**src/rtl/ad7606_conv_ctrl.sv**
```systemverilog
// AD7606 conversion controller: resets the ADC, issues periodic CONVST
// pulses, waits for BUSY, starts the parallel read stage and counts frames.
// Optional watchdog on the BUSY/read waits is compiled in with the macro
// AD7606_BUSY_TIMEOUT_EN; without it timeout_o is tied low.
module ad7606_conv_ctrl #(
  parameter int RESET_CYCLES      = 4,
  parameter int CONVST_LOW_CYCLES = 2,
  parameter int SAMPLE_DIV        = 1000,
  parameter int BUSY_TIMEOUT      = 4096
) (
  input  logic        sys_clk_i,
  input  logic        rst_n_i,
  input  logic        enable_i,
  input  logic [2:0]  os_i,
  output logic [2:0]  os_o,
  output logic        ad_reset_o,
  output logic        ad_convst_o,
  input  logic        ad_busy_i,
  output logic        spi_start_flag_o,
  input  logic        data_flag_i,
  output logic [15:0] frame_cnt_o,
  output logic        overrun_o,
  output logic        timeout_o
);

  localparam int RstW = (RESET_CYCLES > 1) ? $clog2(RESET_CYCLES) : 1;
  localparam int CvW  = (CONVST_LOW_CYCLES > 1) ? $clog2(CONVST_LOW_CYCLES) : 1;
  localparam int PerW = $clog2(SAMPLE_DIV);

  localparam logic [RstW-1:0] RstLast = RstW'(RESET_CYCLES - 1);
  localparam logic [CvW-1:0]  CvLast  = CvW'(CONVST_LOW_CYCLES - 1);
  localparam logic [PerW-1:0] PerLast = PerW'(SAMPLE_DIV - 1);

  typedef enum logic [2:0] {
    ST_RST,
    ST_IDLE,
    ST_CONV,
    ST_WAIT_BH,
    ST_WAIT_BL,
    ST_READ,
    ST_WAIT_PER
  } state_t;

  state_t          r_state;
  logic [RstW-1:0] r_rst_cnt;
  logic [CvW-1:0]  r_cv_cnt;
  logic [PerW-1:0] r_per_cnt;
  logic [15:0]     r_frame_cnt;
  logic [2:0]      r_os;
  logic            r_ad_reset;
  logic            r_convst;
  logic            r_spi_start;
  logic            r_overrun;
  logic            r_busy_meta;
  logic            r_busy_s;

  logic w_per_wrap;
  logic w_in_frame;

  assign w_per_wrap = (r_per_cnt == PerLast);
  assign w_in_frame = (r_state == ST_CONV) || (r_state == ST_WAIT_BH) ||
                      (r_state == ST_WAIT_BL) || (r_state == ST_READ);

`ifdef AD7606_BUSY_TIMEOUT_EN
  localparam int WdW = $clog2(BUSY_TIMEOUT + 1);
  localparam logic [WdW-1:0] WdLast = WdW'(BUSY_TIMEOUT - 1);

  logic [WdW-1:0] r_wd_cnt;
  logic           r_timeout;
  logic           w_wd_state;
  logic           w_wd_hit;

  assign w_wd_state = (r_state == ST_WAIT_BH) || (r_state == ST_WAIT_BL) ||
                      (r_state == ST_READ);
  assign w_wd_hit   = w_wd_state && (r_wd_cnt == WdLast);
  assign timeout_o  = r_timeout;
`else
  logic w_unused_wd;
  assign w_unused_wd = (BUSY_TIMEOUT > 0);
  assign timeout_o   = 1'b0;
`endif

  // Two-flop synchronizer bringing the ADC BUSY pin into the sys_clk_i domain
  always_ff @(posedge sys_clk_i or negedge rst_n_i) begin
    if (!rst_n_i) begin
      r_busy_meta <= 1'b0;
      r_busy_s    <= 1'b0;
    end else begin
      r_busy_meta <= ad_busy_i;
      r_busy_s    <= r_busy_meta;
    end
  end

  // Conversion sequencer with registered pin outputs, period counter and frame counter
  always_ff @(posedge sys_clk_i or negedge rst_n_i) begin
    if (!rst_n_i) begin
      r_state     <= ST_RST;
      r_rst_cnt   <= '0;
      r_cv_cnt    <= '0;
      r_per_cnt   <= '0;
      r_frame_cnt <= '0;
      r_os        <= '0;
      r_ad_reset  <= 1'b1;
      r_convst    <= 1'b1;
      r_spi_start <= 1'b0;
      r_overrun   <= 1'b0;
`ifdef AD7606_BUSY_TIMEOUT_EN
      r_wd_cnt    <= '0;
      r_timeout   <= 1'b0;
`endif
    end else begin
      r_spi_start <= 1'b0;

      if (w_per_wrap) begin
        r_per_cnt <= '0;
      end else begin
        r_per_cnt <= r_per_cnt + PerW'(1);
      end

      if (w_per_wrap && w_in_frame) begin
        r_overrun <= 1'b1;
      end

      case (r_state)
        ST_RST: begin
          if (r_rst_cnt == RstLast) begin
            r_state    <= ST_IDLE;
            r_ad_reset <= 1'b0;
            r_overrun  <= 1'b0;
            r_rst_cnt  <= '0;
          end else begin
            r_rst_cnt <= r_rst_cnt + RstW'(1);
          end
        end
        ST_IDLE: begin
          r_os <= os_i;
          if (enable_i) begin
            r_state   <= ST_CONV;
            r_convst  <= 1'b0;
            r_cv_cnt  <= '0;
            r_per_cnt <= '0;
          end
        end
        ST_CONV: begin
          if (r_cv_cnt == CvLast) begin
            r_state  <= ST_WAIT_BH;
            r_convst <= 1'b1;
          end else begin
            r_cv_cnt <= r_cv_cnt + CvW'(1);
          end
        end
        ST_WAIT_BH: begin
          if (r_busy_s) begin
            r_state <= ST_WAIT_BL;
          end
        end
        ST_WAIT_BL: begin
          if (!r_busy_s) begin
            r_state     <= ST_READ;
            r_spi_start <= 1'b1;
          end
        end
        ST_READ: begin
          if (data_flag_i) begin
            r_state     <= ST_WAIT_PER;
            r_frame_cnt <= r_frame_cnt + 16'd1;
          end
        end
        ST_WAIT_PER: begin
          if (!enable_i) begin
            r_state   <= ST_IDLE;
            r_overrun <= 1'b0;
          end else if (w_per_wrap) begin
            r_state  <= ST_CONV;
            r_convst <= 1'b0;
            r_cv_cnt <= '0;
          end
        end
        default: begin
          r_state    <= ST_RST;
          r_ad_reset <= 1'b1;
          r_convst   <= 1'b1;
          r_rst_cnt  <= '0;
        end
      endcase

`ifdef AD7606_BUSY_TIMEOUT_EN
      r_timeout <= 1'b0;
      if (w_wd_state) begin
        r_wd_cnt <= r_wd_cnt + WdW'(1);
      end else begin
        r_wd_cnt <= '0;
      end
      if (w_wd_hit) begin
        r_state     <= ST_RST;
        r_ad_reset  <= 1'b1;
        r_rst_cnt   <= '0;
        r_spi_start <= 1'b0;
        r_frame_cnt <= r_frame_cnt;
        r_timeout   <= 1'b1;
        r_wd_cnt    <= '0;
      end
`endif
    end
  end

  assign os_o             = r_os;
  assign ad_reset_o       = r_ad_reset;
  assign ad_convst_o      = r_convst;
  assign spi_start_flag_o = r_spi_start;
  assign frame_cnt_o      = r_frame_cnt;
  assign overrun_o        = r_overrun;

endmodule

```
**config.mk**
```make
export PLATFORM = sky130hd
export DESIGN_NAME = ad7606_conv_ctrl
export DESIGN_NICKNAME = d
export VERILOG_FILES = /design/src/rtl/ad7606_conv_ctrl.sv
export SDC_FILE = /design/constraint.sdc
export NUM_CORES = 1
export LEC_CHECK = 0
export BUFFER_PORTS_ARGS = -buffer_cell sky130_fd_sc_hd__buf_4
export CAP_MARGIN = 10
export CORE_MARGIN = 1
export CORE_UTILIZATION = 25
export CTS_CLUSTER_SIZE = 30
export DETAILED_ROUTE_END_ITERATION = 10
export PLACE_DENSITY = 0.5
export SLEW_MARGIN = 20
export SYNTH_ARGS = -nofsm -noshare
export SYNTH_HDL_FRONTEND = slang
export SYNTH_SLANG_ARGS = --single-unit
```
**constraint.sdc**
```tcl
create_clock -name sys_clk_i -period 2.6 [get_ports sys_clk_i]
set_input_delay 0.39 -clock sys_clk_i [delete_from_list [all_inputs] [get_ports sys_clk_i]]
set_output_delay 0.39 -clock sys_clk_i [all_outputs]
set_load 0.01 [all_outputs]
```
==> metrics.txt, run 1 <==
outcome=complete, but fails checks; violated checks=DRC; most used flip-flop cell after synthesis=dfrtp_1; largest net degree at the start of global routing=42; unrepaired setup endpoints after global routing=no; Flop pwr share=43.8%; IO Port Bufs=30; Clock Skew=0.00712 ns; CP required=2.78 ns; WP data arrival=2.01 ns; Setup violations, final=0; drt initial violations=52; commonest non-fill, non-tap cell in the layout=dfrtp_1; Hold Vio Cnt, Final=0; period utilisation layout=70.5%; die area=8240 um2; Crit Path Class=reg2reg; first-pass detailed-route iteration total=8; Die Y=90.8 um; DIE WIDTH=90.8 um; total CTS buffers=5; area grow syn2layout=22.7%; post-CTS resize count=0; first-pass GRT wire length=6580 um; post-DP HPWL=2570 um; unique cell type count in the Yosys netlist=43; slew margin rel.=50.3%; routed via count=1396; CTS tree=yes; pre-CTS setup slack=0.767 ns; CTS H-tree depth=2; internal power=1600 uW; fmax=0.546 GHz; Synth warnings=0; antenna diode count=0; EDFF count, synth=0; Switch Pwr=833 uW; sequential cell area fraction in the yosys report=52.2%; starting density of the core=25.6%; Residual DRC=2; reg2reg end=r_per_cnt[8]$_DFF_PN0_; r2r worst-path depth=4; sw frac=34.2%; Reg clk slew, reported paths=0.08 ns; clock share of power=25.5%; Via density=4.39; Post-Syn Instances=186; post-synthesis async set-or-reset flop share=100%; setup ws final=0.768 ns; Startpoint Class=flop; Final nets=226; peak supply drop=0.484 mV; Critical Path Fanout Max=22; post-layout util=31.4%; Pwr per Cell Area=1010 nW/um2; vias in the first global route=1311; setup TNS=0 ns; max cap viols=0; syn_nets=197; antenna violations before repair=0; Final Max Slew Viols=0; crit end category=flop; global placement routability congestion=0.715; ANT nets after route=0; I/O pin total=32; wire per inst=11.8 um; Sink Count=41; crit path launch=r_state[2]$_DFFE_PN0P_; fin crit period=1.83 ns; r2r setup slk=0.77 ns; Max Root-Sink Buffers=2; Comb pwr share=30.7%; #FFs+latches synth=41; Finished Layout Cells=318; r2r startpoint=r_state[2]$_DFFE_PN0P_; Core Region=7690 um2; Inst Count DP=310; syn_area_per_cell=10.6 um2; GRT Total Usage=9.98%; Worst Hold Class=in2async; CTS Hold Bufs=0; most frequent cells in the layout=dfrtp_1, buf_4, xnor2_1, nor2_1, nand2_1; tightest hold margin=0.0730 ns; clock root cell=clkbuf_8; post-CTS setup buffers=0; P_leak=0.00106 uW; worst slew pin tran=0.746 ns; Core Rows=32; Overflow after GRT=0; share of layout cells above drive strength 1=23.1%; clk_lat worst skew=0.29 ns; mapped cell area=1970 um2; routed wire length=3750 um
cells by family (layout without fill, tap and decap cells):
group | Yosys count | after routing | synth area share, %
buf+inv | 14 | 44 | 3.56
flops | 41 | 41 | 52.2
xor+xnor | 24 | 24 | 10.7
simple gates | 75 | 75 | 20.8
other cells | 1 | 1 | 0.190
fa+ha+maj | 3 | 3 | 1.90
compound gates | 24 | 24 | 7.87
mux | 4 | 4 | 2.86
power by group through the flow:
stage	Combinational (uW)	Clock (uW)	Sequential (uW)
floorplan	586	0	1000
global placement	754	0	1080
detailed placement	758	0	1080
CTS	762	643	1070
global route	847	669	1110
finish	748	622	1070
worst max path at each step:
stage / end / slack (ns) / cells after the start
floorplan: r_per_cnt[5]$_DFF_PN0_ / 1.25 / 6
global placement: frame_cnt_o[7]$_DFFE_PN0P_ / 0.80 / 4
detailed placement: r_per_cnt[9]$_DFF_PN0_ / 0.77 / 4
CTS: r_per_cnt[8]$_DFF_PN0_ / 0.75 / 4
global route: frame_cnt_o[7]$_DFFE_PN0P_ / 0.57 / 4
finish: r_per_cnt[8]$_DFF_PN0_ / 0.77 / 4
Yosys cell counts (2+ instances only):
| cell | instances | area, um2 |
|---|---|---|
| xnor2_1 | 20 | 175 |
| nor3_1 | 4 | 20.0 |
| dfstp_2 | 2 | 52.6 |
| and3_1 | 2 | 12.5 |
| nand2b_1 | 4 | 25.0 |
| buf_4 | 3 | 22.5 |
| nor2_1 | 18 | 67.6 |
| nor2b_1 | 2 | 12.5 |
| mux2_2 | 3 | 33.8 |
| ha_1 | 3 | 37.5 |
| nand4b_1 | 2 | 17.5 |
| o211ai_1 | 2 | 15.0 |
| nand2_1 | 16 | 60.1 |
| o21ai_0 | 3 | 15.0 |
| xor2_1 | 4 | 35.0 |
| buf_2 | 5 | 25.0 |
| o21a_1 | 2 | 15.0 |
| inv_1 | 5 | 18.8 |
| nand4_1 | 5 | 31.3 |
| a21oi_1 | 8 | 40.0 |
| nand3_1 | 13 | 65.1 |
| dfrtp_1 | 39 | 976 |
metal layers:
layer,up-vias,track usage (%),wire length (um)
met5,-,0,0
met4,0,2.38,0
met3,0,3.03,105
met2,21,14.1,1630
met1,682,14.7,2010
li1,693,-,-
state kept, by name (all words and copies together), names as in the netlist, 2 cells and up:
register,count
r_per_cnt,10
r_rst_cnt,2
r_state,3
os_o,3
frame_cnt_o,16
metrics by stage:
step | area (um2) | power [uW]
after floorplan | 1970 | 1590
after global placement | 2280 | 1830
after detailed placement | 2280 | 1840
after CTS | 2420 | 2470
after global routing | 2420 | 2630
final | 2420 | 2440
critical path, stage by stage (launching register included):
cell	delay (ns)
dfrtp_1	0.66
nor3b_2	0.55
nand2_1	0.15
nand2b_1	0.26
nor2_1	0.09
final cells by class:
class	count	area, um2
clock buffers	5	68.8
clock inverters	3	68.8
fillers	808	5270
inverters	5	18.8
multi-input cells	131	872
flip-flops and latches	41	1030
well taps	102	128
repair buffers	31	233
(Power assumes the default switching activity.)
==> run 2: changes to the inputs <==
Settings changed: ABC_AREA set to 1, PLACE_DENSITY 0.5 to 0.51.
Clock period 2.6 ns to 1.48 ns, I/O delays scaled along.
==> metrics.txt, run 2 <==
fmax=0.723 GHz (was 0.546 GHz); ANT nets after route=0 (unchanged); CP required=1.67 ns (was 2.78 ns); Residual DRC=0 (was 2); Startpoint Class=flop (unchanged); EDFF count, synth=0 (unchanged); P_leak=0.00135 uW (was 0.00106 uW); I/O pin total=32 (unchanged); CP dominant cell by count=nand2_1; peak supply drop=0.721 mV (was 0.484 mV); outcome=completed (was complete, but fails checks); most common cell in the netlist=nand2_1 (was dfrtp_1); fillers=875 (was 808); Tot Pwr=4210 uW (was 2440 uW); Final nets=322 (was 226); post-synthesis async set-or-reset flop share=100% (unchanged); r2r worst-path depth=7 (was 4); IO Port Bufs=30 (unchanged); Inst Count DP=403 (was 310); area grow syn2layout=25.5% (was 22.7%); post-DP HPWL=3360 um (was 2570 um); slowest stage delay, CP=0.42 ns (was 0.66 ns); CTS H-tree depth=2 (unchanged); Synth warnings=0 (unchanged); syn_nets=278 (was 197); Finished Layout Cells=415 (was 318); routed via count=1747 (was 1396); max reg flops=16 (unchanged); total CTS buffers=5 (unchanged); Hold Path Stages=1; sequential cell area fraction in the yosys report=47.9% (was 52.2%); antenna diode count=0 (unchanged); WP data arrival=1.57 ns (was 2.01 ns); unrepaired setup endpoints after global routing=yes (was no); Worst Hold Class=in2reg (was in2async); Final Max Slew Viols=0 (unchanged); period utilisation layout=93.4% (was 70.5%); syn_area_per_cell=8.05 um2 (was 10.6 um2); CTS tree=yes (unchanged); max cap viols=0 (unchanged); Synth top cells by count=nand2_1, dfrtp_1, inv_1, nor2_1, nand3_1 (was dfrtp_1, xnor2_1, nor2_1, nand2_1, nand3_1); Hold Vio Cnt, Final=0 (unchanged); drt initial violations=59 (was 52); most frequent cells in the layout=nand2_1, buf_4, dfrtp_1, inv_1, nor2_1 (was dfrtp_1, buf_4, xnor2_1, nor2_1, nand2_1); Pwr per Cell Area=1560 nW/um2 (was 1010 nW/um2); Max Root-Sink Buffers=2 (unchanged); Via density=4.21 (was 4.39); Post-Syn Instances=267 (was 186); DIE WIDTH=94.7 um (was 90.8 um); Sink Count=41 (unchanged); routed wire length=4660 um (was 3750 um); clock root cell=clkbuf_8 (unchanged); global placement routability congestion=0.825 (was 0.715); Crit Path Class=reg2reg (unchanged); Critical Path Fanout Max=3 (was 22); critical path's slowest cell=dfrtp_1 (unchanged); Critical Path, Cell by Cell=ha_4, nand3_4, nor3_4, and2_4, nand2_1, nand2_1, nand2_1 (was nor3b_2, nand2_1, nand2b_1, nor2_1); first-pass GRT wire length=7960 um (was 6580 um); Synth top area share=45.4% (was 49.5%); starting density of the core=26.0% (was 25.6%); fin crit period=1.38 ns (was 1.83 ns); share of layout cells above drive strength 1=23.5% (was 23.1%); crit end category=flop (unchanged); commonest non-fill, non-tap cell in the layout=nand2_1 (was dfrtp_1); Overflow after GRT=0 (unchanged); largest net degree at the start of global routing=42 (unchanged); vias in the first global route=1717 (was 1311); Setup violations, final=0 (unchanged); Core Rows=33 (was 32); Reg clk slew, reported paths=0.08 ns (about the same); GRT Total Usage=11.4% (was 9.98%); Clock Skew=0.00263 ns (was 0.00712 ns); antenna violations before repair=0 (unchanged); Core Region=8260 um2 (was 7690 um2); post-layout util=32.6% (was 31.4%); die area=8970 um2 (was 8240 um2); first-pass detailed-route iteration total=4 (was 8); worst slew pin tran=0.531 ns (was 0.746 ns); Die Y=94.7 um (was 90.8 um); largest area contributor in the netlist=dfrtp_1 (unchanged); clk_lat worst skew=0.29 ns (about the same); unique cell type count in the Yosys netlist=31 (was 43); slew margin rel.=64.6% (was 50.3%); #FFs+latches synth=41 (unchanged); tightest hold margin=0.0376 ns (was 0.0730 ns); wire per inst=11.2 um (was 11.8 um); most used flip-flop cell after synthesis=dfrtp_1 (unchanged); mapped cell area=2150 um2 (was 1970 um2); top post-synthesis cells by area=dfrtp_1, nand2_1, inv_1 (was dfrtp_1, xnor2_1, nor2_1)
[run 2: cell count changes after synthesis, moves of 3 or more]
cell / previous run / this run
o21ai_0: 3 / 11
nand2_1: 16 / 84
nor2_1: 18 / 28
xnor2_1: 20 / 3
nand2b_1: 4 / 0
a21oi_1: 8 / 3
buf_2: 5 / 0
nand4_1: 5 / 8
nand3_1: 13 / 17
mux2_2: 3 / 0
inv_1: 5 / 28
xor2_1: 4 / 11
[run 2: layer usage]
metal  GRT usage, %  wire length [um]  up-vias
met5              0                 0        -
met4           3.79                38        0
met3           2.58               184        6
met2           18.2              2130       37
met1           15.2              2310      781
li1               -                 -      923
[run 2: final cells by class]
type / count / area, um2 / area share, %
clock inverters: 1 / 5.00 / 0.186
multi-input cells: 191 / 1030 / 38.1
repair buffers: 40 / 303 / 11.2
clock buffers: 5 / 68.8 / 2.55
flip-flops and latches: 41 / 1030 / 38.3
well taps: 105 / 131 / 4.87
inverters: 32 / 128 / 4.74
[run 2: final timing paths]
path | from | end | slack, ns
min | ad_busy_i | r_busy_meta$_DFF_PN0_ | 0.04
min in group asynchronous | rst_n_i | frame_cnt_o[14]$_DFFE_PN0P_ | 0.44
max reg2reg | frame_cnt_o[1]$_DFFE_PN0P_ | frame_cnt_o[12]$_DFFE_PN0P_ | 0.1
max in group asynchronous | rst_n_i | r_state[1]$_DFFE_PN0P_ | 0.63
min reg2reg | r_busy_meta$_DFF_PN0_ | r_busy_s$_DFF_PN0_ | 0.35
max | frame_cnt_o[1]$_DFFE_PN0P_ | frame_cnt_o[12]$_DFFE_PN0P_ | 0.1
[run 2: metrics by stage]
| step | TNS [ns] | setup slack (ns) | area (um2) |
|---|---|---|---|
| after global routing | -0.137 | -0.0347 | 2700 |
| after global placement | -0.293 | -0.129 | 2510 |
| after CTS | 0 | 0.00653 | 2600 |
| after detailed placement | -0.230 | -0.106 | 2510 |
| final | 0 | 0.0972 | 2700 |
| after floorplan | 0 | 0.151 | 2150 |
[run 2: cells by family after synthesis]
| logic type | synth area share (%) |
|---|---|
| AOI/OAI and AO/OA | 4.31 |
| xor gates and xnor gates | 6.47 |
| adders and majority gates | 1.75 |
| buffers and inverters | 7.05 |
| DFF | 47.9 |
| other | 0.175 |
| and+or+nand+nor | 32.4 |
[run 2: critical path, delay by kind of cell, from the launching register on]
family | cells | cell delay [ns]
flip-flops | 1 | 0.42
AND/OR/NAND/NOR | 6 | 0.69
adder cells (fa/ha/maj) | 1 | 0.18
[run 2: what timing repair did]
item | CTS | global route
pin swaps | 0 | 4
resized for setup | 2 | 14
endpoints found under the setup margin | 4 | 24
buffers inserted | 0 | 5
hold buffers | 1 | 0
hold endpoints to repair | 39 | 0
[run 2: where the power goes]
part	switching (uW)	total, uW	internal [uW]
logic	1010	1750	739
clock network	370	681	311
registers	327	1780	1450
